### src/rtl/logic_pkg.sv
// Shared definitions for the logic issue pipe and logic_controller.
// Contents:
//   OPW       opcode width
//   op_e      opcode encoding, OP_NOP..OP_NOT
//   is_legal  1 for opcodes 0001..0111
//   uses_b    1 when the opcode reads a second operand (every op except NOT)
package logic_pkg;

  localparam int OPW = 4;

  typedef enum logic [OPW-1:0] {
    OP_NOP  = 4'b0000,
    OP_AND  = 4'b0001,
    OP_OR   = 4'b0010,
    OP_XOR  = 4'b0011,
    OP_NAND = 4'b0100,
    OP_NOR  = 4'b0101,
    OP_XNOR = 4'b0110,
    OP_NOT  = 4'b0111
  } op_e;

  // 0000 and every opcode with the top bit set are illegal.
  function automatic logic is_legal(input logic [OPW-1:0] op);
    return (op[OPW-1] == 1'b0) && (op != OP_NOP);
  endfunction

  function automatic logic uses_b(input logic [OPW-1:0] op);
    return (op != OP_NOT);
  endfunction

endpackage

### src/rtl/logic_regfile.sv
// Register file for the logic issue pipe.
// NREGS x WIDTH storage, two asynchronous read ports, two synchronous write
// ports. When both write ports hit the same entry at one edge, writeback wins
// and the load is dropped. Asynchronous active-high reset clears every entry.
// Ports:
//   clk, rst                  clock, async active-high reset
//   ra1/rd1, ra2/rd2          read address / read data
//   wb_en, wb_addr, wb_data   writeback port (higher priority)
//   ld_en, ld_addr, ld_data   direct load port
module logic_regfile
  import logic_pkg::*;
#(
  parameter  int WIDTH = 4,
  parameter  int NREGS = 4,
  localparam int AW    = $clog2(NREGS)
) (
  input  logic             clk,
  input  logic             rst,
  input  logic [AW-1:0]    ra1,
  output logic [WIDTH-1:0] rd1,
  input  logic [AW-1:0]    ra2,
  output logic [WIDTH-1:0] rd2,
  input  logic             wb_en,
  input  logic [AW-1:0]    wb_addr,
  input  logic [WIDTH-1:0] wb_data,
  input  logic             ld_en,
  input  logic [AW-1:0]    ld_addr,
  input  logic [WIDTH-1:0] ld_data
);

  logic [WIDTH-1:0] mem_r [NREGS];

  assign rd1 = mem_r[ra1];
  assign rd2 = mem_r[ra2];

  // Storage update: writeback takes priority over load on the same entry.
  always_ff @(posedge clk or posedge rst) begin
    if (rst) begin
      for (int i = 0; i < NREGS; i++) begin
        mem_r[i] <= '0;
      end
    end else begin
      for (int i = 0; i < NREGS; i++) begin
        if (wb_en && (wb_addr == AW'(i))) begin
          mem_r[i] <= wb_data;
        end else if (ld_en && (ld_addr == AW'(i))) begin
          mem_r[i] <= ld_data;
        end
      end
    end
  end

endmodule

### src/rtl/logic_issue_pipe.sv
// Issue stage in front of logic_controller. Instructions enter over a
// valid/ready handshake, read their operands from logic_regfile, drive
// lu_opcode/lu_a/lu_b for one cycle (EX), and at the next edge the
// combinational lu_y is written back and reported on out_* (WB).
// Build option (macro LOGIC_ISSUE_BYPASS_EN):
//   defined     - an operand that depends on the op in EX is forwarded from lu_y
//   not defined - that instruction is held off one cycle (in_ready = 0)
// Ports:
//   clk, rst                         clock, async active-high reset
//   in_valid/in_ready                instruction handshake
//   in_opcode, in_rd, in_rs1, in_rs2 instruction fields
//   ld_en, ld_addr, ld_data          direct register load
//   lu_opcode, lu_a, lu_b, lu_y      logic_controller interface
//   out_valid, out_rd, out_data, out_err  retirement report
//   err_sticky                       illegal opcode or load/writeback collision seen
module logic_issue_pipe
  import logic_pkg::*;
#(
  parameter  int WIDTH = 4,
  parameter  int NREGS = 4,
  localparam int AW    = $clog2(NREGS)
) (
  input  logic             clk,
  input  logic             rst,
  input  logic             in_valid,
  output logic             in_ready,
  input  logic [OPW-1:0]   in_opcode,
  input  logic [AW-1:0]    in_rd,
  input  logic [AW-1:0]    in_rs1,
  input  logic [AW-1:0]    in_rs2,
  input  logic             ld_en,
  input  logic [AW-1:0]    ld_addr,
  input  logic [WIDTH-1:0] ld_data,
  output logic [OPW-1:0]   lu_opcode,
  output logic [WIDTH-1:0] lu_a,
  output logic [WIDTH-1:0] lu_b,
  input  logic [WIDTH-1:0] lu_y,
  output logic             out_valid,
  output logic [AW-1:0]    out_rd,
  output logic [WIDTH-1:0] out_data,
  output logic             out_err,
  output logic             err_sticky
);

  logic             ex_valid_r;
  logic [OPW-1:0]   ex_op_r;
  logic [AW-1:0]    ex_rd_r;

  logic [WIDTH-1:0] rd1_s;
  logic [WIDTH-1:0] rd2_s;
  logic             ex_live_s;
  logic             haz_a_s;
  logic             haz_b_s;
  logic             hazard_s;
  logic             ready_s;
  logic             accept_s;
  logic             collision_s;
  logic [WIDTH-1:0] opa_s;
  logic [WIDTH-1:0] opb_s;

  logic_regfile #(.WIDTH(WIDTH), .NREGS(NREGS)) u_regfile (
    .clk     (clk),
    .rst     (rst),
    .ra1     (in_rs1),
    .rd1     (rd1_s),
    .ra2     (in_rs2),
    .rd2     (rd2_s),
    .wb_en   (ex_live_s),
    .wb_addr (ex_rd_r),
    .wb_data (lu_y),
    .ld_en   (ld_en),
    .ld_addr (ld_addr),
    .ld_data (ld_data)
  );

  // Only a legal op in EX produces a result that later readers depend on.
  assign ex_live_s   = ex_valid_r && is_legal(ex_op_r);
  assign haz_a_s     = ex_live_s && (in_rs1 == ex_rd_r);
  assign haz_b_s     = ex_live_s && uses_b(in_opcode) && (in_rs2 == ex_rd_r);
  assign hazard_s    = in_valid && (haz_a_s || haz_b_s);
  assign accept_s    = in_valid && ready_s;
  assign collision_s = ld_en && ex_live_s && (ld_addr == ex_rd_r);
  assign in_ready    = ready_s;

  // Operand selection and issue throttling for the EX dependency.
  always_comb begin
    opa_s   = rd1_s;
    opb_s   = rd2_s;
    ready_s = 1'b1;
`ifdef LOGIC_ISSUE_BYPASS_EN
    // lu_y already holds the value the EX op is about to write back.
    if (haz_a_s) begin
      opa_s = lu_y;
    end else begin
      opa_s = rd1_s;
    end
    if (haz_b_s) begin
      opb_s = lu_y;
    end else begin
      opb_s = rd2_s;
    end
`else
    // One bubble lets the EX result land in the regfile before the read.
    if (hazard_s) begin
      ready_s = 1'b0;
    end else begin
      ready_s = 1'b1;
    end
`endif
    if (!uses_b(in_opcode)) begin
      opb_s = '0;
    end else begin
      opb_s = opb_s;
    end
  end

  // EX stage: capture the accepted instruction; lu_* move only for legal ops.
  always_ff @(posedge clk or posedge rst) begin
    if (rst) begin
      ex_valid_r <= 1'b0;
      ex_op_r    <= '0;
      ex_rd_r    <= '0;
      lu_opcode  <= '0;
      lu_a       <= '0;
      lu_b       <= '0;
    end else begin
      ex_valid_r <= accept_s;
      if (accept_s) begin
        ex_op_r <= in_opcode;
        ex_rd_r <= in_rd;
      end
      if (accept_s && is_legal(in_opcode)) begin
        lu_opcode <= in_opcode;
        lu_a      <= opa_s;
        lu_b      <= opb_s;
      end
    end
  end

  // WB stage: report retirement and accumulate the sticky error.
  always_ff @(posedge clk or posedge rst) begin
    if (rst) begin
      out_valid  <= 1'b0;
      out_rd     <= '0;
      out_data   <= '0;
      out_err    <= 1'b0;
      err_sticky <= 1'b0;
    end else begin
      out_valid <= ex_valid_r;
      if (ex_valid_r) begin
        out_rd   <= ex_rd_r;
        out_data <= ex_live_s ? lu_y : '0;
        out_err  <= !is_legal(ex_op_r);
      end
      if ((ex_valid_r && !is_legal(ex_op_r)) || collision_s) begin
        err_sticky <= 1'b1;
      end
    end
  end

endmodule
### config.mk
export PLATFORM = sky130hd
export DESIGN_NAME = logic_issue_pipe
export DESIGN_NICKNAME = d
export VERILOG_FILES = /design/src/rtl/logic_pkg.sv /design/src/rtl/logic_regfile.sv /design/src/rtl/logic_issue_pipe.sv
export SDC_FILE = /design/constraint.sdc
export NUM_CORES = 1
export LEC_CHECK = 0
export BUFFER_PORTS_ARGS = -buffer_cell sky130_fd_sc_hd__buf_4
export CAP_MARGIN = 10
export CORE_UTILIZATION = 54
export DETAILED_ROUTE_END_ITERATION = 10
export GPL_ROUTABILITY_DRIVEN = 0
export PLACE_DENSITY_LB_ADDON = 0.1
export SKIP_CTS_REPAIR_TIMING = 1
export SLEW_MARGIN = 10
export SYNTH_ARGS = -nofsm -noshare
export SYNTH_HDL_FRONTEND = slang
export SYNTH_SLANG_ARGS = --single-unit
### constraint.sdc
create_clock -name clk -period 2.1 [get_ports clk]
set_input_delay 0.63 -clock clk [delete_from_list [all_inputs] [get_ports clk]]
set_output_delay 0.63 -clock clk [all_outputs]
set_load 0.01 [all_outputs]
### Word-level counts from Yosys, hierarchy flattened

Index checks and enable logic that the tools add are counted.

| storage, ports and cells | value |
|---|---|
| bits in registers | 44 |
| word-level logic and storage cells | 79 |

| operators by class | value |
|---|---|
| $lt $le $gt $ge | 2 |
| bitwise gates (word level) | 4 |
| reduce and logical (&&, ||, !) cells | 31 |
| equal/unequal tests | 10 |
| mux-type cells | 17 |

Operators with widths:

| kind | count |
|---|---|
| two-way mux 4 bit | 14 |
| logical AND 1 bit | 20 |
| binary-select mux 4 bit (select 2 bit) | 2 |
| == test 2 bit, second input constant | 4 |
| nonzero test 2 bit | 4 |
| nonzero test 4 bit | 2 |
| == test 2 bit | 3 |
| >= comparator 3 bit, second input constant | 2 |
| NOT 2 -> 3 bit | 2 |
| == test 2 x 1 -> 1 bit, second input constant | 2 |
| zero test 2 bit | 2 |
| != test 4 x 3 -> 1 bit, second input constant | 1 |
| logical OR 1 bit | 2 |
| NOT 1 bit | 2 |
| zero test 1 bit | 1 |
| two-way mux 1 bit | 1 |

### Longest topological paths before layout

| logic depth | value |
|---|---|
| depth after elaboration | 10 |
| gate-level depth with buffers | 6 |
| mapped depth without buffers | 4 |

### Hierarchy

Synthesis repeated with hierarchy kept, for this count alone.

| unflattened totals | value |
|---|---|
| cell total of the unflattened synthesis | 178 |
| area total of the unflattened synthesis | 2167.1 um^2 |

Modules (own cells, without submodules):

| module | cells an instance | area an instance (um^2) | instances |
|---|---|---|---|
| logic_issue_pipe | 96 | 1203.7 | 1 |
| logic_regfile | 82 | 963.4 | 1 |

### Least setup slack after synthesis

No wires, ideal clock.

| path | value |
|---|---|
| path type | input port to output port |
| start | input port in_rs2[0] |
| end | output port in_ready |
| data required time | 1.470 ns |
| stages on the path | 5 |
| arrival time | 1.390 ns |
| path slack | 0.080 ns |
| path through | buf_2 xnor2_1 a32oi_1 nor2_1 nand2_1 |

| on the way | value |
|---|---|
| word-level cells in the longest chain between the ends | 5 |

Ends and longest elaborated chain:

| what | line | source |
|---|---|---|
| start, declared | logic_issue_pipe.sv:30 | `input logic [AW-1:0] in_rs2,` |
| == test 2 bit | logic_issue_pipe.sv:79 | `assign haz_b_s = ex_live_s && uses_b(in_opcode) && (in_rs2 == ex_rd_r);` |
| logical AND 1 bit | logic_issue_pipe.sv:79 |  |
| logical OR 1 bit | logic_issue_pipe.sv:80 | `assign hazard_s = in_valid && (haz_a_s \|\| haz_b_s);` |
| logical AND 1 bit | logic_issue_pipe.sv:80 |  |
| two-way mux 1 bit | logic_issue_pipe.sv:104 | `if (hazard_s) begin` |
| end, declared | logic_issue_pipe.sv:26 | `output logic in_ready,` |

Every way passes these cells.

### Worst setup path in the final report

| path | value |
|---|---|
| start | input port in_opcode[3] |
| end | output port in_ready |

| on the way | value |
|---|---|
| word-level cells in the longest chain between the ends | 6 |

Ends and longest elaborated chain:

| what | line | source |
|---|---|---|
| start, declared | logic_issue_pipe.sv:27 | `input logic [OPW-1:0] in_opcode,` |
| != test 4 x 3 -> 1 bit | logic_pkg.sv:28 | `return (op != OP_NOT);` |
| logical AND 1 bit (2 in a row) | logic_issue_pipe.sv:79 |  |
| logical OR 1 bit | logic_issue_pipe.sv:80 |  |
| logical AND 1 bit | logic_issue_pipe.sv:80 |  |
| two-way mux 1 bit | logic_issue_pipe.sv:104 |  |

Every way passes these cells.

==> results.tsv <==
metric	value	unit
numCtsBuffers	5	
crit_slowest_cell	a32oi_2	
critPathLaunchType	primary input	
final_hold_viol_count	0	
layout.nets	248	
hold_class	flop to flop	
yosys_warnings	0	
cts_root_buffer	clkbuf_8	
multi_input_area	1061	sq um
synthToLayoutAreaGrowth	27.07	%
vias	1492	
irDropWorstVdd	703.6	uV
routed_wl	4690	microns
die_h	66.10	microns
grt_max_degree	45	
seq_area_frac_synth	49.63	%
grt_util_all_layers	25.12	%
clock.fmax	465.8	MHz
synth_top_area_share	49.63	%
design.core.area	3799	sq um
skew	0.009643	ns
syn_nets	187	
ant_nets	0	
r2r_end	lu_opcode[2]	
first_global_vias	1597	
synthesis.area	2218	sq um
syn_inst	163	
viasPerCell	5.465	
setup_ws	-0.04685	ns
cp-endpoint	in_ready	
nFillCells	268	
cts_max_path_buffers	2	
fin_setup_tns	-0.04685	ns
max_stage_delay	0.35	ns
most-common-layout-cells	59 x buf_4, 44 x dfrtp_1, 42 x mux2_2	
p_leak	1.281	nW
grt_pass1_wl	7893	microns
relSlewSlack	63.57	%
maxSlewViolCount	0	
first_iter_violations	71	
synthDistinctLibCells	31	
cp_max_fo	3	
cts.reportedPaths.clkPinSlew	0.08	ns
yosys.area.top_type	dfrtp_1	
clk_latency	0.30	ns
ioPinCount	46	
drtPass1Iterations	4	
worstPathArrival	1.52	ns
drive_above_1_share	57.78	%
die_w	66.10	microns
rr_worst_depth	5	
ys_ff_latch	44	
place_hpwl	3614	microns
cpMostUsedCell	buf_6	
powerDensity	1000	nW/um^2
globalRouteOverflowTotal	0	
period_share	102.2	%
max_cap_viol_count	0	
ys_top_cells_by_area	dfrtp_1 50%, mux2_2 21%, mux4_2 8.1%, mux2_4 2.7%, xnor2_1 2.4%	
crit_chain	buf_6 > nand4b_1 > a32oi_2 > nor2_4 > nand2_2 > buf_6	
startpoint	in_opcode[3]	
drc_errors	0	
cp_top_family	simple AND/OR/NAND/NOR gates	
crit_buf_inv	2	
cts_tree	done	
rows	22	
antenna_found_initial	0	
rr_startpoint	ex_rd_r[1]	
start_util	58.40	%
crit_type	primary input to output port	
clock_sinks	44	
violations	negative setup slack	
holdPathStages	1	
avgSynthCellArea	13.61	sq um
n_antenna_cell	0	
dieArea	4369	sq um
cp.required	1.47	ns
worstMarginPinSlew	0.5464	ns
crit_path_end_kind	output port	
path_depth	6	
final_common_cell	buf_4	
outcome	finished, violations left	
regArea	1101	sq um
dpl_worst_slack	-0.05473	ns
whs	0.4668	ns
min_period	2.147	ns
rsz0062_at_grt	true	
wire_per_inst	17.18	microns
htreeDepth	2	
setup_violations	1	
ff2ff_setup_slack	0.14	ns
io_buffers	45	
[report_power, final]
group	internal (mW)	leakage (nW)	switching, mW
Combinational	0.624	0.716	0.385
Sequential	1.10	0.521	0.175
Clock	0.267	0.0445	0.269
Total	1.99	1.28	0.830
[routing by layer]
metal	GRT usage, %	share of wire (%)	vias to the layer above
met4	9.309	1.3	0
met1	33.33	44	736
met5	0	0	-
met2	40.69	50	43
li1	-	-	707
met3	5.172	4.8	6
[how the worst min path moves through the flow]
stage,startpoint,endpoint,slack [ns]
after floorplan,ex_valid_r,out_valid,0.44
after global placement,err_sticky,err_sticky,0.44
after detailed placement,err_sticky,err_sticky,0.45
after CTS,err_sticky,err_sticky,0.47
after global routing,err_sticky,err_sticky,0.50
final,err_sticky,err_sticky,0.47
[through the flow]
| stage | util, % | std cells | total power, mW | instance area [sq um] |
|---|---|---|---|---|
| after floorplan | - | 163 | 1.854 | 2218 |
| after global placement | 70.42 | 262 | 2.194 | 2675 |
| after detailed placement | 70.42 | 262 | 2.270 | 2675 |
| after CTS | 72.89 | 270 | 2.810 | 2769 |
| after global routing | 74.21 | 273 | 2.987 | 2819 |
| final | 74.21 | 273 | 2.819 | 2819 |
[worst reg2reg max path: cells and delay by family, from the launching register on]
kind            cells  cell delay (ns)
compound gates      2             0.61
xor+xnor            1             0.22
buf+inv             1             0.18
flops               1             0.43
mux                 1             0.40
[final cells by class]
| class | instances | area share [%] |
|---|---|---|
| clock buffers | 7 | 3.063 |
| clock inverters | 1 | 0.2663 |
| inverters | 10 | 1.332 |
| multi-input cells | 102 | 37.64 |
| flip-flops and latches | 44 | 39.06 |
| well taps | 48 | 2.130 |
| repair buffers | 61 | 16.51 |
[sequential cells by signal, summed over array words and instances (netlist names)]
register and count:
err_sticky 1, ex_op_r 4, ex_rd_r 2, ex_valid_r 1, lu_a 4, lu_b 4, lu_opcode 4, out_data 4
out_err 1, out_rd 2, out_valid 1, u_regfile.mem_r 16
[kinds of logic (layout without fill, tap and decap cells)]
group                     count (synthesis)  count (layout)  share of synthesized area (%)
muxes                                    58              58                          33.95
buffers and inverters                    17              79                          3.440
AOI/OAI and AO/OA                        10              10                          3.328
DFF                                      44              44                          49.63
xor gates and xnor gates                  6               6                          2.369
and+or+nand+nor                          28              28                          7.276
[synthesized netlist by cell type]
library cell	instances
nand4_1	1
or3b_4	1
or3b_1	1
nand4b_1	1
o2bb2ai_1	1
nand3b_1	2
o21ai_0	4
o21ai_2	1
and2_1	1
nor3b_2	1
mux2i_1	4
xnor2_1	6
clkbuf_2	1
mux2_2	42
nand2_1	6
nor3_1	3
clkbuf_1	1
a21o_1	1
o211ai_2	1
buf_2	3
mux4_2	8
o21a_1	1
nand3_1	6
inv_1	10
nor3b_1	1
nand2b_1	1
mux2_4	4
dfrtp_1	44
a32oi_1	1
buf_4	2
nor2_1	3
No activity file was read; power rests on OpenSTA's default activity.
